===== src/rtl/pattern_detector.sv =====
// ---------------------------------------------------------------------------
// pattern_detector
// Serial pattern detector. Compares a qualified serial bit stream against a
// run-time loadable LEN-bit pattern using a full LEN-bit history window.
// Supports overlapping and non-overlapping matches and produces a registered
// one-cycle match pulse plus an optional saturating match counter.
//
// Optional feature macro: PATTERN_DETECTOR_COUNT_EN
//   defined   -> match_count is a saturating CNT_W-bit counter of matches
//   undefined -> no counter logic, match_count tied to 0
//
// Parameters:
//   LEN      pattern length in bits (2..32)
//   PATTERN  pattern loaded at reset, PATTERN[LEN-1] is the first bit on wire
//   CNT_W    match counter width
//
// Ports:
//   clk          clock, rising edge
//   reset        asynchronous active-high reset
//   x            serial data bit
//   x_valid      x is sampled when high
//   overlap      1 = overlapping matches, 0 = non-overlapping
//   pat_in       new pattern value
//   pat_load     load pat_in, clear fill, drop the bit of this cycle
//   z            registered one-cycle match pulse
//   match_count  saturating match count
// ---------------------------------------------------------------------------
module pattern_detector #(
  parameter int unsigned       LEN     = 4,
  parameter logic [LEN-1:0]    PATTERN = LEN'(4'b0110),
  parameter int unsigned       CNT_W   = 8
) (
  input  logic             clk,
  input  logic             reset,
  input  logic             x,
  input  logic             x_valid,
  input  logic             overlap,
  input  logic [LEN-1:0]   pat_in,
  input  logic             pat_load,
  output logic             z,
  output logic [CNT_W-1:0] match_count
);

  localparam int unsigned FILL_W = $clog2(LEN + 1);
  localparam logic [FILL_W-1:0] FILL_FULL = FILL_W'(LEN);

  logic [LEN-1:0]    pat_q,  pat_d;
  logic [LEN-1:0]    hist_q, hist_d;
  logic [FILL_W-1:0] fill_q, fill_d;
  logic [FILL_W-1:0] fill_inc_c;
  logic              z_q,    z_d;
  logic              match_c;

  // Next-state: pattern load wins over data, data only on x_valid.
  always_comb begin
    pat_d      = pat_q;
    hist_d     = hist_q;
    fill_d     = fill_q;
    z_d        = 1'b0;
    match_c    = 1'b0;
    fill_inc_c = (fill_q == FILL_FULL) ? fill_q : fill_q + FILL_W'(1);

    if (pat_load) begin
      pat_d  = pat_in;
      fill_d = '0;
    end else if (x_valid) begin
      hist_d  = {hist_q[LEN-2:0], x};
      match_c = (fill_inc_c == FILL_FULL) && (hist_d == pat_q);
      // Non-overlapping mode needs LEN fresh bits after a match.
      fill_d  = (match_c && !overlap) ? '0 : fill_inc_c;
      z_d     = match_c;
    end
  end

  // State registers.
  always_ff @(posedge clk or posedge reset) begin
    if (reset) begin
      pat_q  <= PATTERN;
      hist_q <= '0;
      fill_q <= '0;
      z_q    <= 1'b0;
    end else begin
      pat_q  <= pat_d;
      hist_q <= hist_d;
      fill_q <= fill_d;
      z_q    <= z_d;
    end
  end

  assign z = z_q;

`ifdef PATTERN_DETECTOR_COUNT_EN
  logic [CNT_W-1:0] cnt_q, cnt_d;

  // Saturating match counter; holds at all-ones.
  always_comb begin
    cnt_d = cnt_q;
    if (match_c && (cnt_q != {CNT_W{1'b1}})) begin
      cnt_d = cnt_q + CNT_W'(1);
    end
  end

  always_ff @(posedge clk or posedge reset) begin
    if (reset) begin
      cnt_q <= '0;
    end else begin
      cnt_q <= cnt_d;
    end
  end

  assign match_count = cnt_q;
`else
  assign match_count = '0;
`endif

endmodule


===== config.mk =====
export PLATFORM = sky130hd
export DESIGN_NAME = pattern_detector
export DESIGN_NICKNAME = d
export VERILOG_FILES = /design/src/rtl/pattern_detector.sv
export SDC_FILE = /design/constraint.sdc
export NUM_CORES = 1
export LEC_CHECK = 0
export ABC_CLOCK_PERIOD_IN_PS = 2300
export CAP_MARGIN = 20
export CORE_MARGIN = 10
export CORE_UTILIZATION = 30
export DETAILED_ROUTE_END_ITERATION = 16
export GPL_ROUTABILITY_DRIVEN = 0
export GPL_TIMING_DRIVEN = 0
export HOLD_SLACK_MARGIN = 0.03
export REMOVE_ABC_BUFFERS = 1
export SKIP_CTS_REPAIR_TIMING = 1
export SYNTH_ARGS = -nofsm -noshare
export SYNTH_HDL_FRONTEND = slang
export SYNTH_SLANG_ARGS = --single-unit

===== constraint.sdc =====
create_clock -name clk -period 2.3 [get_ports clk]
set_clock_uncertainty 0.1 [all_clocks]
set_input_delay 0.23 -clock clk [delete_from_list [all_inputs] [get_ports clk]]
set_output_delay 0.23 -clock clk [all_outputs]
set_load 0.1 [all_outputs]

==> key figures <==
Worst setup path
  • Worst Path Max Fanout: 1
  • Critical path, cell by cell: clkdlybuf4s50_1
  • Crit-path leading delay family: buffers and inverters
  • Crit path DAT: 1710 ps
  • Crit path launch type: flop
  • CP Buf/Inv Count: 1
  • Critical Path Max Stage Delay: between 1000 and 1500 ps
  • CP max stage cell: clkdlybuf4s50_1
  • Critical path class: flop to output port
  • Crit path required time: a little under 2000 ps
  • CP Capture Type: output port

Yosys
  • Post-Synth XOR/XNOR Area: 8.35%
  • Synthesized area: roughly 630 µm²
  • Post-synth cell types: 22
  • #FFs+latches synth: 11
  • Yosys warnings: 0
  • Top FF cell, synth: dfrtp_1
  • Post-synth EDFFs: 0
  • Mux cell area share after synthesis: ~14%
  • Post-Synth Adder-Cell Area: under 10%
  • Post-Synth Simple-Gate Area: under 10%
  • Synth Area in Compound Gates: 8.15%
  • Synth Instances: between 50 and 60
  • Register area share after synthesis: between 40 and 50%
  • Syn_area_per_cell: between 10 and 15 µm²
  • Largest family of logic cells by synthesized area: multiplexers
  • Ys async rst share: 100%

STA
  • Tcrit/Tclk final: 88.7%
  • Achievable Freq: around 0.49 GHz
  • RSZ-0062 raised after global routing: no
  • Setup TNS: 0 ps
  • Min Tclk post-route: approximately 2000 ps
  • Slew Viols, Final: 0
  • Worst Max-Slew Pin Slew: 965 ps
  • Final setup fails: 0
  • Final setup margin: ~260 ps
  • Rel. slew slack: 35.4%
  • Hold Violations, Final: 0
  • Hold_ws: 148 ps

Clock network
  • Clock latency on the worst-skew pair: around 260 ps
  • Root buffer cell: clkbuf_4
  • Worst-path clk slew: about 70 ps
  • TritonCTS clock tree: built
  • Clock Tree Buf Depth: 2
  • Clock sinks: 11
  • H-tree Lvls: 1
  • Total CTS buffers: 3

GRT
  • GRT Overall Usage: under 10%
  • Global-route wire length before repair: 1860 µm
  • Pin count of the biggest net entering global routing: 12
  • Grt total ovfl: 0
  • Vias in the first global route: 403
  • Initial antenna violation count: 0

Floorplanning
  • Die area: between 4000 and 5000 µm²
  • IO Pins: 19
  • # rows: 16
  • Die width: roughly 66 µm
  • CORE AREA: a little under 2000 µm²
  • Initial Util: a little under a third
  • Die Y: about 66 µm

Pwr
  • PD cells: between 600 and 700 nW/µm²
  • Max VDD drop: 0.000422 V
  • Power Total: 516 µW
  • Leak: roughly 0.32 nW

Run status
  • Status: complete, no violations

Drt
  • DRC viols: 0
  • DR iter-0 viols: 0
  • Drt via density: about 4.1
  • Vias: around 390
  • Total Routed Length: 1080 µm
  • DRT antenna net count: 0
  • Routed WL per cell: roughly 11 µm
  • Number of detailed-routing iterations run before antenna repair: 1

Placement
  • Number of port buffers: 10
  • Post-place setup slack: 542 ps
  • Post-DP HPWL: about 890 µm

Cells and area
  • Nets: between 80 and 90
  • Post-Route Utilization: between 30% and 40%
  • N_diodes: 0
  • Layout cells sized above 1: about 22%
  • Layout area overhead: 19.3%

Run
  • Max-cap violations: 0

Worst hold path
  • Min-Delay Path Class: input port to asynchronous set/reset pin
## where the power goes
group / switching, mW / total, mW / leakage [nW] / internal [mW]
sequential: 0.0189 / 0.239 / 0.134 / 0.220
combinational: 0.0942 / 0.146 / 0.174 / 0.0518
clock: 0.0643 / 0.131 / 0.0150 / 0.0671
## final timing paths
path	start	to	slack, ps	cells after the start
worst max register to register	fill_q[0]	z	780	5
worst min-delay path	reset	fill_q[1]	150	2
max in group asynchronous	reset	pat_q[2]	1620	2
worst min register to register	hist_q[2]	hist_q[2]	440	1
min in group clk	hist_q[2]	hist_q[2]	440	1
worst max-delay path	z	z	260	1
## logic make-up after synthesis
kind of cell	count (synthesis)
xor gates and xnor gates	6
DFF	11
muxes	8
adders and majority gates	2
AOI/OAI and AO/OA	6
buffers and inverters	13
other	1
and+or+nand+nor	9
## per-layer routing
| layer | GRT usage (%) | vias up | part of all wire [%] |
|---|---|---|---|
| met5 | 0 | - | 0 |
| met4 | 2.41 | 0 | 0.74 |
| met3 | 4.07 | 2 | 13 |
| met2 | 7.73 | 17 | 41 |
| met1 | 6.40 | 172 | 45 |
| li1 | - | 196 | - |
## through the flow
stage,cells,cell area (µm²)
3_5_place_dp,91,724
2_1_floorplan,54,591
4_1_cts,95,751
6_report,95,751
3_3_place_gp,91,724
5_1_grt,95,751
## sequential cells by signal, indices dropped and copies added, names as in the netlist
name and cells:
hist_q 3, z 1, pat_q 4, fill_q 3
## layout make-up
| type | count | area, µm² |
|---|---|---|
| well taps | 27 | 33.8 |
| clock buffers | 4 | 26.3 |
| fillers | 204 | 1230 |
| flip-flops and latches | 11 | 278 |
| repair buffers | 10 | 100 |
| multi-input cells | 39 | 298 |
| inverters | 4 | 15.0 |
## synth_stat cells (2+ instances only)
library cell | count | area [µm²]
buf_4 | 8 | 60.1
mux2_2 | 7 | 78.8
xor2_1 | 4 | 35.0
dfrtp_1 | 9 | 225
a21oi_1 | 2 | 10.0
nor2_1 | 5 | 18.8
xnor2_1 | 2 | 17.5
ha_1 | 2 | 25.0
inv_1 | 3 | 11.3
dfstp_2 | 2 | 52.6
## cells in the final DEF (no fill, tap or decap), drive strengths merged
cell type and instances:
a2111oi 1, a21boi 1, a21oi 2, a311o 1, a41oi 1, and4 1, clkbuf 4, clkdlybuf4s50 10
conb 8, dfrtp 9, dfstp 2, ha 2, inv 4, mux2 7, mux2i 1, nand2 1
nor2 5, nor2b 1, nor3 1, xnor2 2, xor2 4
No activity file was read; power rests on OpenSTA's default activity.
